$ cat config.mk
export PLATFORM = sky130hd
export DESIGN_NAME = sad_search_controller_flat
export DESIGN_NICKNAME = d
export VERILOG_FILES = /design/src/rtl/sad_search_controller_if.sv /design/src/rtl/sad_search_controller.sv /design/src/flat_wrapper.sv
export SDC_FILE = /design/constraint.sdc
export NUM_CORES = 1
export LEC_CHECK = 0
export BUFFER_PORTS_ARGS = -buffer_cell sky130_fd_sc_hd__buf_2
export CAP_MARGIN = 20
export CORE_ASPECT_RATIO = 0.7
export CORE_MARGIN = 2
export CORE_UTILIZATION = 50
export CTS_CLUSTER_DIAMETER = 200
export CTS_CLUSTER_SIZE = 8
export DETAILED_ROUTE_END_ITERATION = 12
export PLACE_DENSITY_LB_ADDON = 0.08
export SLEW_MARGIN = 0
export SYNTH_ARGS = -nofsm -noshare
export SYNTH_HDL_FRONTEND = slang
export SYNTH_SLANG_ARGS = --single-unit
$ cat constraint.sdc
create_clock -name Clk -period 16.1 [get_ports Clk]
set_input_delay 0.805 -clock Clk [delete_from_list [all_inputs] [get_ports Clk]]
set_output_delay 0.805 -clock Clk [all_outputs]
set_load 0.005 [all_outputs]
$ cat src/rtl/sad_search_controller_if.sv
// Bus between the SAD search controller and its environment: CPU configuration,
// paired frame/window pixel reads, and the search result.
interface sad_search_controller_if #(
  parameter int DATA_W = 8,
  parameter int ADDR_W = 32,
  parameter int DIM_W  = 16
);
  logic              Start;
  logic [DIM_W-1:0]  FrameWidth;
  logic [DIM_W-1:0]  FrameHeight;
  logic [DIM_W-1:0]  MemWidth;
  logic [DIM_W-1:0]  MemHeight;
  logic [ADDR_W-1:0] FrameBase;
  logic [ADDR_W-1:0] WindowBase;
  logic              FrameRdEn;
  logic [ADDR_W-1:0] FrameAddr;
  logic              WinRdEn;
  logic [ADDR_W-1:0] WinAddr;
  logic [DATA_W-1:0] FramePix;
  logic [DATA_W-1:0] WinPix;
  logic              Busy;
  logic              Done;
  logic              Error;
  logic [31:0]       MinSAD;
  logic [DIM_W-1:0]  MinX;
  logic [DIM_W-1:0]  MinY;

  modport master (
    input  Start, FrameWidth, FrameHeight, MemWidth, MemHeight, FrameBase, WindowBase,
    input  FramePix, WinPix,
    output FrameRdEn, FrameAddr, WinRdEn, WinAddr,
    output Busy, Done, Error, MinSAD, MinX, MinY
  );

  modport slave (
    output Start, FrameWidth, FrameHeight, MemWidth, MemHeight, FrameBase, WindowBase,
    output FramePix, WinPix,
    input  FrameRdEn, FrameAddr, WinRdEn, WinAddr,
    input  Busy, Done, Error, MinSAD, MinX, MinY
  );
endinterface

$ cat src/rtl/sad_search_controller.sv
// Full-search SAD motion estimation sequencer: scans every window position in the
// frame, accumulates |frame-window| per position and keeps the first minimum.
module sad_search_controller #(
  parameter int DATA_W = 8,
  parameter int ADDR_W = 32,
  parameter int DIM_W  = 16
) (
  input  logic                    Clk,
  input  logic                    Reset,
  sad_search_controller_if.master bus
);
  typedef enum logic [2:0] {
    IDLE    = 3'd0,
    SCAN    = 3'd1,
    DRAIN   = 3'd2,
    COMPARE = 3'd3,
    DONE    = 3'd4
  } state_t;

  state_t            r_state;
  state_t            w_state_next;
  logic [DIM_W-1:0]  r_fw, r_fh, r_mw, r_mh;
  logic [DIM_W-1:0]  r_x, r_y, r_i, r_j;
  logic [DIM_W-1:0]  r_min_x, r_min_y;
  logic [ADDR_W-1:0] r_wbase, r_pos, r_faddr, r_waddr;
  logic [31:0]       r_acc, r_min_sad;
  logic              r_rd, r_pend, r_busy, r_done, r_err;

  logic              w_cfg_bad, w_last_i, w_last_j, w_last_x, w_last_y;
  logic [DATA_W-1:0] w_diff;
  logic [32:0]       w_sum;
  logic [ADDR_W-1:0] w_pos_next;

  assign w_cfg_bad = (bus.MemWidth == DIM_W'(0)) || (bus.MemHeight == DIM_W'(0)) ||
                     (bus.MemWidth > bus.FrameWidth) || (bus.MemHeight > bus.FrameHeight);
  assign w_last_i  = (r_i == r_mw - DIM_W'(1));
  assign w_last_j  = (r_j == r_mh - DIM_W'(1));
  assign w_last_x  = (r_x == r_fw - r_mw);
  assign w_last_y  = (r_y == r_fh - r_mh);
  assign w_diff    = (bus.FramePix >= bus.WinPix) ? (bus.FramePix - bus.WinPix)
                                                  : (bus.WinPix - bus.FramePix);
  assign w_sum     = {1'b0, r_acc} + 33'(w_diff);
  // Moving from the rightmost position to the next row start is a +MemWidth step.
  assign w_pos_next = w_last_x ? (r_pos + ADDR_W'(r_mw)) : (r_pos + ADDR_W'(1));

  always_ff @(posedge Clk) begin
    if (Reset) begin
      r_state <= IDLE;
    end else begin
      r_state <= w_state_next;
    end
  end

  always_comb begin
    w_state_next = r_state;
    case (r_state)
      IDLE: begin
        if (bus.Start) begin
          w_state_next = w_cfg_bad ? DONE : SCAN;
        end else begin
          w_state_next = IDLE;
        end
      end
      SCAN: begin
        if (w_last_i && w_last_j) begin
          w_state_next = DRAIN;
        end else begin
          w_state_next = SCAN;
        end
      end
      DRAIN:   w_state_next = COMPARE;
      COMPARE: begin
        if (w_last_x && w_last_y) begin
          w_state_next = DONE;
        end else begin
          w_state_next = SCAN;
        end
      end
      DONE:    w_state_next = IDLE;
      default: w_state_next = IDLE;
    endcase
  end

  always_ff @(posedge Clk) begin
    if (Reset) begin
      r_fw <= '0; r_fh <= '0; r_mw <= '0; r_mh <= '0;
      r_x <= '0; r_y <= '0; r_i <= '0; r_j <= '0;
      r_min_x <= '0; r_min_y <= '0;
      r_wbase <= '0; r_pos <= '0; r_faddr <= '0; r_waddr <= '0;
      r_acc <= 32'd0; r_min_sad <= 32'hFFFF_FFFF;
      r_rd <= 1'b0; r_pend <= 1'b0; r_busy <= 1'b0; r_done <= 1'b0; r_err <= 1'b0;
    end else begin
      r_pend <= r_rd;
      r_busy <= (w_state_next == SCAN) || (w_state_next == DRAIN) || (w_state_next == COMPARE);
      r_done <= (w_state_next == DONE);
      // Pixel data returns one cycle after its read strobe.
      if (r_pend) begin
        r_acc <= w_sum[32] ? 32'hFFFF_FFFF : w_sum[31:0];
      end
      case (r_state)
        IDLE: begin
          if (bus.Start) begin
            r_fw <= bus.FrameWidth; r_fh <= bus.FrameHeight;
            r_mw <= bus.MemWidth;   r_mh <= bus.MemHeight;
            r_wbase <= bus.WindowBase;
            r_pos <= bus.FrameBase; r_faddr <= bus.FrameBase; r_waddr <= bus.WindowBase;
            r_x <= '0; r_y <= '0; r_i <= '0; r_j <= '0;
            r_acc <= 32'd0; r_min_sad <= 32'hFFFF_FFFF;
            r_min_x <= '0; r_min_y <= '0;
            r_err <= w_cfg_bad;
            r_rd <= !w_cfg_bad;
          end
        end
        SCAN: begin
          if (!w_last_i) begin
            r_i <= r_i + DIM_W'(1);
            r_faddr <= r_faddr + ADDR_W'(1);
            r_waddr <= r_waddr + ADDR_W'(1);
          end else if (!w_last_j) begin
            r_i <= '0;
            r_j <= r_j + DIM_W'(1);
            r_faddr <= r_faddr + ADDR_W'(r_fw) - ADDR_W'(r_mw) + ADDR_W'(1);
            r_waddr <= r_waddr + ADDR_W'(1);
          end else begin
            r_rd <= 1'b0;
          end
        end
        COMPARE: begin
          if (r_acc < r_min_sad) begin
            r_min_sad <= r_acc;
            r_min_x <= r_x;
            r_min_y <= r_y;
          end
          r_acc <= 32'd0; r_i <= '0; r_j <= '0;
          r_pos <= w_pos_next;
          if (w_last_x) begin
            r_x <= '0;
            r_y <= r_y + DIM_W'(1);
          end else begin
            r_x <= r_x + DIM_W'(1);
          end
          if (!(w_last_x && w_last_y)) begin
            r_faddr <= w_pos_next;
            r_waddr <= r_wbase;
            r_rd <= 1'b1;
          end
        end
        default: begin
        end
      endcase
    end
  end

  assign bus.FrameRdEn = r_rd;
  assign bus.WinRdEn   = r_rd;
  assign bus.FrameAddr = r_faddr;
  assign bus.WinAddr   = r_waddr;
  assign bus.Busy      = r_busy;
  assign bus.Done      = r_done;
  assign bus.Error     = r_err;
  assign bus.MinSAD    = r_min_sad;
  assign bus.MinX      = r_min_x;
  assign bus.MinY      = r_min_y;
endmodule

$ cat src/flat_wrapper.sv
// flat-port wrapper written by rule: the top's interface ports become plain ports
module sad_search_controller_flat 
#(
  parameter int DATA_W = 8,
  parameter int ADDR_W = 32,
  parameter int DIM_W  = 16
)
  (Clk, Reset, bus_Start, bus_FrameWidth, bus_FrameHeight, bus_MemWidth, bus_MemHeight, bus_FrameBase, bus_WindowBase, bus_FramePix, bus_WinPix, bus_FrameRdEn, bus_FrameAddr, bus_WinRdEn, bus_WinAddr, bus_Busy, bus_Done, bus_Error, bus_MinSAD, bus_MinX, bus_MinY);
  sad_search_controller_if #(.DATA_W(DATA_W), .ADDR_W(ADDR_W), .DIM_W(DIM_W)) bus_i ();
  input  logic Clk;
  input  logic Reset;
  input wire logic [$bits(bus_i.Start)-1:0] bus_Start;
  input wire logic [$bits(bus_i.FrameWidth)-1:0] bus_FrameWidth;
  input wire logic [$bits(bus_i.FrameHeight)-1:0] bus_FrameHeight;
  input wire logic [$bits(bus_i.MemWidth)-1:0] bus_MemWidth;
  input wire logic [$bits(bus_i.MemHeight)-1:0] bus_MemHeight;
  input wire logic [$bits(bus_i.FrameBase)-1:0] bus_FrameBase;
  input wire logic [$bits(bus_i.WindowBase)-1:0] bus_WindowBase;
  input wire logic [$bits(bus_i.FramePix)-1:0] bus_FramePix;
  input wire logic [$bits(bus_i.WinPix)-1:0] bus_WinPix;
  output wire logic [$bits(bus_i.FrameRdEn)-1:0] bus_FrameRdEn;
  output wire logic [$bits(bus_i.FrameAddr)-1:0] bus_FrameAddr;
  output wire logic [$bits(bus_i.WinRdEn)-1:0] bus_WinRdEn;
  output wire logic [$bits(bus_i.WinAddr)-1:0] bus_WinAddr;
  output wire logic [$bits(bus_i.Busy)-1:0] bus_Busy;
  output wire logic [$bits(bus_i.Done)-1:0] bus_Done;
  output wire logic [$bits(bus_i.Error)-1:0] bus_Error;
  output wire logic [$bits(bus_i.MinSAD)-1:0] bus_MinSAD;
  output wire logic [$bits(bus_i.MinX)-1:0] bus_MinX;
  output wire logic [$bits(bus_i.MinY)-1:0] bus_MinY;
  assign bus_i.Start = bus_Start;
  assign bus_i.FrameWidth = bus_FrameWidth;
  assign bus_i.FrameHeight = bus_FrameHeight;
  assign bus_i.MemWidth = bus_MemWidth;
  assign bus_i.MemHeight = bus_MemHeight;
  assign bus_i.FrameBase = bus_FrameBase;
  assign bus_i.WindowBase = bus_WindowBase;
  assign bus_i.FramePix = bus_FramePix;
  assign bus_i.WinPix = bus_WinPix;
  assign bus_FrameRdEn = bus_i.FrameRdEn;
  assign bus_FrameAddr = bus_i.FrameAddr;
  assign bus_WinRdEn = bus_i.WinRdEn;
  assign bus_WinAddr = bus_i.WinAddr;
  assign bus_Busy = bus_i.Busy;
  assign bus_Done = bus_i.Done;
  assign bus_Error = bus_i.Error;
  assign bus_MinSAD = bus_i.MinSAD;
  assign bus_MinX = bus_i.MinX;
  assign bus_MinY = bus_i.MinY;
  sad_search_controller #(.DATA_W(DATA_W), .ADDR_W(ADDR_W), .DIM_W(DIM_W)) u_core (.Clk(Clk), .Reset(Reset), .bus(bus_i));
endmodule
==> impl_metrics.json <==
{
  "place_area_um2": 27800,
  "areaGrowthSynthToFinish_pct": 11.97,
  "status": "finished, final reports clean",
  "die_h_um": 194.9,
  "antenna_found_initial": 3,
  "setup_viol": 0,
  "intPower_w": 0.001933,
  "cts_setup_buffers": 0,
  "ys_warn_count": 0,
  "tightest_slew_ns": 1.107,
  "end_kind": "flip-flop",
  "vias": 26210,
  "synth.most_common_cell": "nand2_1",
  "reg2reg_to": "u_core.bus.FrameAddr[22]",
  "p_seq_share_pct": 33.4,
  "regArea_um2": 7211,
  "finalWirelength_um": 89360,
  "initial_core_util_pct": 50.92,
  "drive_above_1_share_pct": 11.60,
  "r2r_cells": 22,
  "hold_depth": 3,
  "p_leak_nw": 12.85,
  "switchingPower_w": 0.001207,
  "path_depth": 22,
  "coreArea_um2": 51110,
  "layout_setup_ws_ns": 9.286,
  "clk_latency_ns": 0.62,
  "fin_crit_ns": 6.814,
  "clkSlewWorstSetupHoldPaths_ns": 0.05,
  "crit_required_ns": 16.61,
  "wl_per_cell_um": 20.75,
  "p_comb_share_pct": 36.0,
  "cpPeakStageDelay_ns": 0.86,
  "finalHoldViolCount": 0,
  "crit_path_start": "u_core.r_mw[8]",
  "synth_top_family_by_area": "simple AND/OR/NAND/NOR gates",
  "multi_input_area_um2": 17220,
  "first_iter_violations": 2707,
  "synth_cell_type_count": 95,
  "row_count": 69,
  "worstSetupEndpoint": "u_core.bus.FrameAddr[22]",
  "synthMuxAreaShare_pct": 3.596,
  "dp_slack_ns": 9.427,
  "cts-resized-gates": 0,
  "io_buffers": 279,
  "synth_top_area_share_pct": 27.69,
  "reg2reg_slack_ns": 9.29,
  "async_reset_ff_share_pct": 0,
  "skew_ns": 0.02720,
  "cp_top_family": "simple AND/OR/NAND/NOR gates",
  "synth_edf_count": 0,
  "cts_root_buf": "clkbuf_16",
  "rsz0062_at_grt": "no",
  "die_w_um": 276.7,
  "synth_flop_cell": "dfxtp_1",
  "seq_area_frac_synth_pct": 27.69,
  "ctsHtreeMaxLevel": 2,
  "setup_tns_ns": 0,
  "grt_pass1_vias": 24200,
  "globalplace.congestion": 0.9635,
  "clock_sinks": 360,
  "synthXorXnorAreaFrac_pct": 7.740,
  "syn_area_um2": 26030,
  "ys_ff_latch": 360,
  "cts_tree": "yes",
  "drv_slew": 0,
  "synthAdderAreaFrac_pct": 10.78,
  "timing.rr.start": "u_core.r_mw[8]",
  "pin_count": 280,
  "synth_compound_area_share_pct": 21.02,
  "ys_top_cells_by_area": "dfxtp_1, ha_1, nand2_1, a21oi_1, xnor2_1",
  "max_cap_viol_count": 0,
  "start_kind": "flip-flop",
  "nets": 3986,
  "dr.pass1.iters": 7,
  "timing.hold.ws_ns": 0.4439,
  "hpwlAfterDp_um": 66430,
  "cts_inserted_buffers": 50,
  "relSlewSlack_pct": 25.90,
  "dieArea_um2": 53920,
  "min_path_type": "primary input to flip-flop",
  "crit_arrival_ns": 7.33,
  "final_area_um2": 29140,
  "cp_cell_sequence": "inv_1 -> ha_1 -> a211oi_2 -> o21bai_1 -> a31oi_2 -> o2111ai_1 -> nor4b_2 -> nand4_2 -> nor3_1 -> nand2_1 -> ha_1 -> fa_1 -> a211oi_1 -> o21ai_0 -> o2111ai_1 -> nand3b_1 -> a21oi_1 -> nor3b_1 -> xor2_1 -> o22ai_1 -> or3_1 -> a21oi_1",
  "clockBufferDepth": 3,
  "crit_path_max_fanout": 17,
  "synth_cells": 3456,
  "worstSetupPathType": "flip-flop to flip-flop",
  "critPathBufInv": 1,
  "grt_pass1_wl_um": 138900,
  "synth-simple-area-share_pct": 22.82,
  "ys_top_cells_by_count": "nand2_1, dfxtp_1, a21oi_1, nor2_1, inv_1",
  "max_freq_ghz": 0.1468,
  "synth_area_leader_cell": "dfxtp_1",
  "grt_usage_pct": 32.15,
  "finalPower_w": 0.003140,
  "grt_max_degree": 95,
  "power_frac_clock_pct": 30.6,
  "syn-num-nets": 3814,
  "ant_nets": 0,
  "vias_per_cell": 6.086,
  "period_share_pct": 42.32,
  "p_sw_share_pct": 38.43,
  "crit_slowest_cell": "nor3_1",
  "p_per_area_nw_per_um2": 107.8,
  "gr-total-overflow": 0,
  "cts_hold_buf": 0,
  "drc": 0,
  "fillers": 4800,
  "syn_area_per_cell_um2": 7.531,
  "vdd_drop_max_mv": 0.09398
}
==> power by group through the flow <==
| stage | registers [W] | logic (W) | clock network (W) |
|---|---|---|---|
| after global placement | 0.00106 | 0.00108 | 0 |
| after global routing | 0.00106 | 0.00123 | 0.00101 |
| after floorplan | 0.00103 | 0.000791 | 0 |
| after CTS | 0.00104 | 0.00111 | 0.000978 |
| final | 0.00105 | 0.00113 | 0.000961 |
| after detailed placement | 0.00106 | 0.00110 | 0 |
==> sequential cells by signal, summed over array words and instances, names as in the netlist <==
signal                cells
u_core.r_x               16
u_core.bus.WinAddr       32
u_core.r_wbase           32
u_core.r_acc             32
u_core.r_pos             32
u_core.bus.Error          1
u_core.r_i               16
u_core.bus.Busy           1
u_core.bus.MinSAD        32
u_core.r_fh              16
u_core.bus.FrameAddr     32
u_core.bus.Done           1
u_core.r_state            3
u_core.r_pend             1
u_core.r_y               16
u_core.bus.MinY          16
u_core.bus.FrameRdEn      1
u_core.r_mh              16
u_core.bus.MinX          16
u_core.r_j               16
u_core.r_mw              16
u_core.r_fw              16
==> worst register-to-register path: cells and delay by family (launching register included) <==
kind | cells | cell delay (ns)
AO/OA/AOI/OAI | 10 | 2.32
adder cells (fa/ha/maj) | 3 | 1.16
buffers and inverters | 1 | 0.15
AND/OR/NAND/NOR | 7 | 2.46
XOR/XNOR | 1 | 0.17
flip-flops | 1 | 0.47
==> how the worst min path moves through the flow <==
stage,slack (ns),from,end
global placement,0.44,u_core.r_wbase[1],u_core.r_wbase[1]
floorplan,0.44,u_core.r_wbase[10],u_core.r_wbase[10]
CTS,0.41,bus_WindowBase[3],u_core.r_wbase[3]
detailed placement,0.45,u_core.r_wbase[25],u_core.r_wbase[25]
global route,0.42,bus_WindowBase[5],u_core.r_wbase[5]
finish,0.44,bus_WindowBase[3],u_core.r_wbase[3]
==> final cells by class <==
cell class	count	share of cell area (%)
clock buffers	51	4.306
repair buffers	309	5.586
flip-flops and latches	360	24.74
clock inverters	3	0.2619
inverters	241	3.104
diodes	3	0.02576
well taps	674	2.894
multi-input cells	2666	59.08
==> cell usage in the layout (no fill, tap or decap), types with 50 or more instances in the layout <==
master and count:
nand4_1 61, ha_1 189, inv_1 240, nand2_1 500, nand3_1 83, o21ai_0 137, xor2_1 80, nor2_1 316
dfxtp_1 359, buf_2 278, a21oi_1 329, clkbuf_16 50, mux2i_1 89, nor3_1 50, xnor2_1 150, a21o_1 55
==> cell families (layout without fill, tap and decap cells) <==
kind of cell / after synthesis / after routing
and+or+nand+nor: 1271 / 1271
AOI/OAI and AO/OA: 861 / 861
buffers and inverters: 430 / 604
DFF: 360 / 360
xor gates and xnor gates: 230 / 230
adders and majority gates: 211 / 211
muxes: 93 / 93
other: 0 / 3
==> per-layer routing <==
metal  global-route usage [%]  vias up  part of all wire, %
met3                    5.626      127                  8.8
met4                    7.468        0                  1.9
met1                    48.85    12470                   48
met5                        0        -                    0
li1                         -    12460                    -
met2                    46.69     1155                   41
==> metrics by stage <==
step | std cells | utilization, %
finish | 4307 | 57.02
global route | 4307 | 57.02
CTS | 4303 | 56.99
detailed placement | 4249 | 54.38
global placement | 4249 | 54.38
floorplan | 3456 | -
Power figures use the tool's default switching activity.
